`config.mk`:
```
export PLATFORM = sky130hd
export DESIGN_NAME = alu_ctrl_stage_flat
export DESIGN_NICKNAME = d
export VERILOG_FILES = /design/src/rtl/alu_ctrl_if.sv /design/src/rtl/alu_ctrl_stage.sv /design/src/flat_wrapper.sv
export SDC_FILE = /design/constraint.sdc
export NUM_CORES = 1
export LEC_CHECK = 0
export BUFFER_PORTS_ARGS = -buffer_cell sky130_fd_sc_hd__buf_2
export CORE_MARGIN = 1
export CORE_UTILIZATION = 48
export DETAILED_ROUTE_END_ITERATION = 12
export PLACE_DENSITY_LB_ADDON = 0.25
export SYNTH_ARGS = -nofsm -noshare
export SYNTH_HDL_FRONTEND = slang
export SYNTH_SLANG_ARGS = --single-unit
```
`constraint.sdc`:
```
create_clock -name clk -period 1.39 [get_ports clk]
set_input_delay 0.2085 -clock clk [delete_from_list [all_inputs] [get_ports clk]]
set_output_delay 0.2085 -clock clk [all_outputs]
set_load 0.02 [all_outputs]
```
`src/rtl/alu_ctrl_if.sv`:
```
// Bundle of the request, command and counter signals of the ALU control stage.
// The slave view belongs to the stage itself; the master view belongs to
// whatever drives requests and consumes commands.
interface alu_ctrl_if #(
    parameter int CNT_W = 16
);
    logic             in_valid;
    logic             in_ready;
    logic [1:0]       ALUOp;
    logic [5:0]       funct;
    logic [31:0]      op_a;
    logic [31:0]      op_b;
    logic             out_valid;
    logic             out_ready;
    logic [3:0]       ALUCtl;
    logic [31:0]      ALU_A;
    logic [31:0]      ALU_B;
    logic             illegal;
    logic [CNT_W-1:0] issue_cnt;

    modport slave (
        input  in_valid, ALUOp, funct, op_a, op_b, out_ready,
        output in_ready, out_valid, ALUCtl, ALU_A, ALU_B, illegal, issue_cnt
    );

    modport master (
        output in_valid, ALUOp, funct, op_a, op_b, out_ready,
        input  in_ready, out_valid, ALUCtl, ALU_A, ALU_B, illegal, issue_cnt
    );
endinterface

```
`src/rtl/alu_ctrl_stage.sv`:
```
// ALU control stage: decodes {ALUOp, funct} into a 4-bit ALU control code,
// then buffers the decoded command with its operands in a two-entry elastic
// buffer (main register M driving the outputs, skid register S behind it).
// in_ready is registered and depends only on S occupancy, so no combinational
// path exists from out_ready to in_ready.
module alu_ctrl_stage #(
    parameter int CNT_W = 16
) (
    input  logic     clk,
    input  logic     rst,
    alu_ctrl_if.slave bus
);

    typedef struct packed {
        logic [3:0]  ctl;
        logic        ill;
        logic [31:0] a;
        logic [31:0] b;
    } entry_t;

    // Returns {ALUCtl, illegal}; unsupported encodings decode to 0000 with illegal set.
    function automatic logic [4:0] decode_fn(input logic [1:0] alu_op, input logic [5:0] fn);
        logic [4:0] res;
        res = {4'b0000, 1'b1};
        case (alu_op)
            2'b00: res = {4'b0010, 1'b0};
            2'b01: res = {4'b0110, 1'b0};
            2'b10: begin
                case (fn)
                    6'b100000: res = {4'b0010, 1'b0};
                    6'b100010: res = {4'b0110, 1'b0};
                    6'b100100: res = {4'b0000, 1'b0};
                    6'b100101: res = {4'b0001, 1'b0};
                    6'b101010: res = {4'b0111, 1'b0};
                    6'b100111: res = {4'b1100, 1'b0};
                    default:   res = {4'b0000, 1'b1};
                endcase
            end
            default: res = {4'b0000, 1'b1};
        endcase
        return res;
    endfunction

    logic [4:0]       dec_s;
    entry_t           in_entry_s;
    logic             in_xfer_s;
    logic             out_xfer_s;

    entry_t           m_r;
    logic             m_valid_r;
    entry_t           s_r;
    logic             s_valid_r;
    logic             in_ready_r;
    logic [CNT_W-1:0] cnt_r;

    entry_t           m_nxt_s;
    logic             m_valid_nxt_s;
    entry_t           s_nxt_s;
    logic             s_valid_nxt_s;
    logic [CNT_W-1:0] cnt_nxt_s;

    assign dec_s      = decode_fn(bus.ALUOp, bus.funct);
    assign in_entry_s = {dec_s[4:1], dec_s[0], bus.op_a, bus.op_b};
    assign in_xfer_s  = bus.in_valid & in_ready_r;
    assign out_xfer_s = m_valid_r & bus.out_ready;

    // Next-state of the M/S buffer: refill M when it is empty or draining, otherwise park new input in S.
    always_comb begin
        m_nxt_s       = m_r;
        m_valid_nxt_s = m_valid_r;
        s_nxt_s       = s_r;
        s_valid_nxt_s = s_valid_r;
        if (!m_valid_r || out_xfer_s) begin
            if (s_valid_r) begin
                m_nxt_s       = s_r;
                m_valid_nxt_s = 1'b1;
                if (in_xfer_s) begin
                    s_nxt_s       = in_entry_s;
                    s_valid_nxt_s = 1'b1;
                end else begin
                    s_valid_nxt_s = 1'b0;
                end
            end else if (in_xfer_s) begin
                m_nxt_s       = in_entry_s;
                m_valid_nxt_s = 1'b1;
            end else begin
                m_valid_nxt_s = 1'b0;
            end
        end else begin
            if (in_xfer_s) begin
                s_nxt_s       = in_entry_s;
                s_valid_nxt_s = 1'b1;
            end else begin
                s_valid_nxt_s = s_valid_r;
            end
        end
    end

    // Issued-command counter advances on every accepted output, wrapping naturally.
    always_comb begin
        cnt_nxt_s = cnt_r;
        if (out_xfer_s) begin
            cnt_nxt_s = cnt_r + {{(CNT_W-1){1'b0}}, 1'b1};
        end else begin
            cnt_nxt_s = cnt_r;
        end
    end

    // State registers; reset empties both slots and wins over any transfer.
    always_ff @(posedge clk) begin
        if (rst) begin
            m_r        <= '0;
            m_valid_r  <= 1'b0;
            s_r        <= '0;
            s_valid_r  <= 1'b0;
            in_ready_r <= 1'b1;
            cnt_r      <= '0;
        end else begin
            m_r        <= m_nxt_s;
            m_valid_r  <= m_valid_nxt_s;
            s_r        <= s_nxt_s;
            s_valid_r  <= s_valid_nxt_s;
            in_ready_r <= ~s_valid_nxt_s;
            cnt_r      <= cnt_nxt_s;
        end
    end

    assign bus.in_ready  = in_ready_r;
    assign bus.out_valid = m_valid_r;
    assign bus.ALUCtl    = m_r.ctl;
    assign bus.illegal   = m_r.ill;
    assign bus.ALU_A     = m_r.a;
    assign bus.ALU_B     = m_r.b;
    assign bus.issue_cnt = cnt_r;

endmodule

```
`src/flat_wrapper.sv`:
```
// flat-port wrapper written by rule: the top's interface ports become plain ports
module alu_ctrl_stage_flat 
#(
    parameter int CNT_W = 16
)
  (clk, rst, bus_in_valid, bus_ALUOp, bus_funct, bus_op_a, bus_op_b, bus_out_ready, bus_in_ready, bus_out_valid, bus_ALUCtl, bus_ALU_A, bus_ALU_B, bus_illegal, bus_issue_cnt);
  alu_ctrl_if #(.CNT_W(CNT_W)) bus_i ();
  input  logic clk;
  input  logic rst;
  input wire logic [$bits(bus_i.in_valid)-1:0] bus_in_valid;
  input wire logic [$bits(bus_i.ALUOp)-1:0] bus_ALUOp;
  input wire logic [$bits(bus_i.funct)-1:0] bus_funct;
  input wire logic [$bits(bus_i.op_a)-1:0] bus_op_a;
  input wire logic [$bits(bus_i.op_b)-1:0] bus_op_b;
  input wire logic [$bits(bus_i.out_ready)-1:0] bus_out_ready;
  output wire logic [$bits(bus_i.in_ready)-1:0] bus_in_ready;
  output wire logic [$bits(bus_i.out_valid)-1:0] bus_out_valid;
  output wire logic [$bits(bus_i.ALUCtl)-1:0] bus_ALUCtl;
  output wire logic [$bits(bus_i.ALU_A)-1:0] bus_ALU_A;
  output wire logic [$bits(bus_i.ALU_B)-1:0] bus_ALU_B;
  output wire logic [$bits(bus_i.illegal)-1:0] bus_illegal;
  output wire logic [$bits(bus_i.issue_cnt)-1:0] bus_issue_cnt;
  assign bus_i.in_valid = bus_in_valid;
  assign bus_i.ALUOp = bus_ALUOp;
  assign bus_i.funct = bus_funct;
  assign bus_i.op_a = bus_op_a;
  assign bus_i.op_b = bus_op_b;
  assign bus_i.out_ready = bus_out_ready;
  assign bus_in_ready = bus_i.in_ready;
  assign bus_out_valid = bus_i.out_valid;
  assign bus_ALUCtl = bus_i.ALUCtl;
  assign bus_ALU_A = bus_i.ALU_A;
  assign bus_ALU_B = bus_i.ALU_B;
  assign bus_illegal = bus_i.illegal;
  assign bus_issue_cnt = bus_i.issue_cnt;
  alu_ctrl_stage #(.CNT_W(CNT_W)) u_core (.clk(clk), .rst(rst), .bus(bus_i));
endmodule
```
### After elaboration in Yosys (flattened, before gate mapping)

Index checks and enable logic that the tools add are counted.

| word-level totals | value |
|---|---|
| register bits after elaboration | 157 |
| output and inout bits | 87 |
| input bits | 76 |

| cells by class | value |
|---|---|
| bitwise logic cells | 3 |
| $add $sub $neg | 1 |
| eq/ne operators | 9 |
| mux-type cells | 12 |
| reductions and logical operators | 5 |

Operators with widths:

| kind | number |
|---|---|
| two-way mux 69 bit | 5 |
| equality test 6 bit, second input constant | 6 |
| case mux 5 bit (6 select lines) | 1 |
| adder 16 x 1 -> 16 bit, second input constant | 1 |
| case mux 5 bit (3 select lines) | 1 |
| two-way mux 1 bit | 5 |
| bitwise AND 1 bit | 2 |
| equality test 2 x 1 -> 1 bit, second input constant | 1 |
| equality test 2 bit, second input constant | 1 |
| logical NOT 2 bit | 1 |
| inequality test 2 x 1 -> 1 bit, second input constant | 1 |
| AND reduction 2 bit | 1 |
| nonzero test 2 bit | 1 |
| logical NOT 1 bit | 1 |
| logical OR 1 bit | 1 |
| NOT 1 bit | 1 |

### Logic depth before layout (Yosys ltp)

| depth | value |
|---|---|
| depth in word-level cells | 6 |
| gate-level depth with buffers | 6 |

### Worst setup path after synthesis

OpenSTA, ideal clock, no wires.

| timing | value |
|---|---|
| kind | register -> register |
| start | register u_core.cnt_r[2] (netlist: u_core.bus.issue_cnt[2]) |
| end | register u_core.cnt_r[13] (netlist: u_core.bus.issue_cnt[13]) |
| stages on the path, launching flop included | 5 |
| setup time | 0.123 ns |
| setup slack | -0.238 ns |
| path buffers | 0 |
| arrival | 1.504 ns |
| path through | dfxtp_1 nand3_2 nor4_4 nand3_1 mux2_1 |

| between the ends | value |
|---|---|
| longest elaborated chain between the ends | 1 |

RTL lines:

| what | RTL line | text |
|---|---|---|
| start: declaration | alu_ctrl_stage.sv:54 | `logic [CNT_W-1:0] cnt_r;` |
| start signal: assignment | alu_ctrl_stage.sv:124 | `cnt_r <= cnt_nxt_s;` |
| adder 16 x 1 -> 16 bit | alu_ctrl_stage.sv:103 | `cnt_nxt_s = cnt_r + {{(CNT_W-1){1'b0}}, 1'b1};` |

Every way passes these cells.
A chain may end at the register's enable or synchronous reset.

### Worst setup path in the final report

| timing | value |
|---|---|
| start | register u_core.cnt_r[8] (netlist: u_core.bus.issue_cnt[8]) |
| end | register u_core.cnt_r[13] (netlist: u_core.bus.issue_cnt[13]) |

Same word-level chain as after synthesis.

==> flow_metrics.tcl <==
set metrics [dict create \
    cts_buffers 17 \
    max_cap_viol_count 0 \
    synth_xor_area_share_pct 1.39 \
    clkTransAtPathRegs_ns 0.06 \
    fin_area_mm2 0.00835 \
    synth-simple-area-share_pct 17.7 \
    synthDistinctLibCells 44 \
    path_max_fanout 3 \
    tightestPinTransition_ns 0.425 \
    place_congestion 0.800 \
    ios 163 \
    cts_tree "done" \
    power_leakage_nw 3.34 \
    min_period_ns 1.37 \
    grt_overflow_total 0 \
    fin_skew_ns 0.00836 \
    cpMaxStageDelayCell "dfxtp_4" \
    drcViolationCount 0 \
    syn_nets 801 \
    crit_type "flip-flop to flip-flop" \
    crit_family "simple AND/OR/NAND/NOR gates" \
    worst_slack_ns 0.0189 \
    wl_per_cell_um 14.5 \
    syn_avg_cell_area_um2 8.73 \
    pre_cts_ws_ns -0.0889 \
    die_x_um 117 \
    ctsRootBufferMaster "clkbuf_16" \
    report.final.slew_viol_count 0 \
    drt-total-wl_um 15500 \
    grt_pass1_wl_um 24300 \
    yosysWarningCount 0 \
    wl_met2_um 7580 \
    core_mm2 0.0127 \
    powerDensity_mw_per_mm2 1340 \
    grtUsageTotal_pct 22.9 \
    grt_max_degree 49 \
    clock.fmax_ghz 0.729 \
    drt_first_iter_violations 424 \
    routed.top_layer "met4" \
    dieArea_mm2 0.0136 \
    rsz0062_at_grt "yes" \
    cp.required_ns 1.70 \
    vdd_drop_max_v 0.000851 \
    cp-end-kind "flip-flop" \
    holdWs_ns 0.0335 \
    drtAntennaViolNets 0 \
    path_cells "nand4_4 > nor4_4 > nand3_1 > mux2_4" \
    drt-met1-wl_um 6750 \
    start_util_pct 49.7 \
    slew_headroom_pct 71.7 \
    ys_seq_elements 157 \
    antenna_found_initial 0 \
    cts_buffer_depth 2 \
    vias 5559 \
    finalSetupViolCount 0 \
    nets 962 \
    first_pass_iters 4 \
    cp_num_buf_inv 0 \
    wl_met3_um 950 \
    critPathMaxStageDelay_ns 0.36 \
    critPathArrivalTime_ns 1.68 \
    hp-class "input port to flip-flop" \
    synthMuxAreaShare_pct 10.5 \
    rows 41 \
    syn-cell-area_mm2 0.00632 \
    drive_gt1_share_pct 29.8 \
    io_buffers 162 \
    grt_pass1_vias 5148 \
    hpwl_um 10300 \
    synth_cells 724 \
    die_y_um 117 \
    synth_top_family_by_area "simple AND/OR/NAND/NOR gates" \
    status "completed" \
    clk_latency_ns 0.42 \
    fin_crit_sh_pct 98.6 \
    worst_setup_path_start_kind "flip-flop" \
    cts-htree-levels 4 \
    cts_sinks 157 \
    placed_cell_area_mm2 0.00751 \
    synth_compound_area_share_pct 16.2 \
    routed_via_density 5.19 \
    area_growth_syn_to_layout_pct 32.1 \
    seq_area_frac_synth_pct 49.7 \
    hold_violations 0 \
    synth-adder-area-share_pct 0.198 \
]
-- what timing repair did --
action	CTS	global route
endpoints found under the setup margin	69	83
pin swaps	3	11
gates cloned	0	1
hold buffers	0	0
resized for setup	2	26
buffers inserted	3	2
-- per-layer routing --
| metal | up-vias | GRT usage (%) |
|---|---|---|
| li1 | 2822 | - |
| met1 | 2580 | 27.5 |
| met2 | 138 | 38.6 |
| met3 | 19 | 7.11 |
| met4 | 0 | 8.02 |
| met5 | - | 0 |
-- per-stage QoR --
| step | total power, mW | utilization (%) | TNS [ns] | cells |
|---|---|---|---|---|
| after floorplan | 5.86 | - | -0.0271 | 724 |
| after global placement | 6.37 | 59.1 | -0.115 | 1032 |
| after detailed placement | 6.42 | 59.1 | -2.09 | 1032 |
| after CTS | 11.2 | 64.3 | 0 | 1067 |
| after global routing | 11.7 | 65.6 | -0.215 | 1070 |
| final | 11.2 | 65.6 | 0 | 1071 |
-- power by group --
group,switching (mW),total (mW),internal (mW)
Combinational,0.916,1.51,0.596
Sequential,0.138,4.89,4.75
Clock,1.78,4.79,3.01
Total,2.84,11.2,8.36
-- final cells by class --
class                           count  area [µm²]
Clock inverter                      8         100
Inverter                            7        26.3
Tap cell                          172         215
Multi-Input combinational cell    504        3050
Fill cell                        1101        4370
Clock buffer                       24         526
Timing Repair Buffer              198        1250
Antenna cell                        1        2.50
Sequential cell                   157        3180
-- layout by cell type, fill, tap and decap left out, types with 13 or more instances in the layout --
| cell type | count |
|---|---|
| nand2_1 | 139 |
| a21oi_1 | 76 |
| buf_4 | 24 |
| a211oi_1 | 55 |
| nor2_1 | 85 |
| a211oi_2 | 13 |
| dfxtp_1 | 144 |
| clkbuf_16 | 21 |
| buf_2 | 161 |
| mux2i_1 | 64 |
-- cell families after synthesis --
kind of cell / Yosys count
AO/OA/AOI/OAI: 162
XOR/XNOR: 10
adder cells (fa/ha/maj): 1
buffers and inverters: 63
flip-flops: 157
multiplexers: 66
AND/OR/NAND/NOR: 265
-- flip-flops by register name, indices dropped and copies added, names as in the netlist --
name                  flops
u_core.bus.ALU_B         32
u_core.s_valid_r          1
u_core.bus.issue_cnt     16
u_core.bus.ALU_A         32
u_core.bus.in_ready       1
u_core.s_r               69
u_core.bus.ALUCtl         4
u_core.bus.illegal        1
u_core.bus.out_valid      1
-- cells in the mapped netlist, drive strengths merged --
library cell  instances  area share [%]
a211oi               68             8.1
a21o                  1            0.12
a21oi                78             6.2
a22oi                 1            0.12
a311oi                1            0.14
a31o                  3            0.42
a31oi                 1           0.099
and3                  3            0.30
buf                  28             2.2
clkbuf               28             1.7
dfxtp               157              50
ha                    1            0.20
inv                   7            0.42
mux2                  2            0.36
mux2i                64              10
nand2               139             8.3
nand2b                5            0.49
nand3                 8            0.71
nand3b                1            0.12
nand4                 3            0.40
nand4b                1            0.14
nand4bb               1            0.18
nor2                 86             5.1
nor2b                 4            0.40
nor3                  6            0.48
nor3b                 2            0.24
nor4                  3            0.63
o211a                 1            0.16
o211ai                3            0.36
o21ai                 3            0.24
o22ai                 1           0.099
o311ai                1            0.14
or2                   1           0.099
or3                   2            0.20
xnor2                 7            0.97
xor2                  3            0.42
-- path summary, 6_finish.rpt --
check	from	end	slack, ns	cells past startpoint
hold reg to reg	u_core.s_r[53]	u_core.s_r[53]	0.45	2
setup / recovery	u_core.bus.issue_cnt[8]	u_core.bus.issue_cnt[13]	0.02	4
hold / removal	bus_op_a[16]	u_core.s_r[48]	0.03	3
setup reg to reg	u_core.bus.issue_cnt[8]	u_core.bus.issue_cnt[13]	0.02	4
-- worst min-delay path: stages --
cell and delay [ns]:
buf_2 0.10, nand2_1 0.05, a21oi_1 0.05
Note: power is estimated with default switching activity, not from simulation.
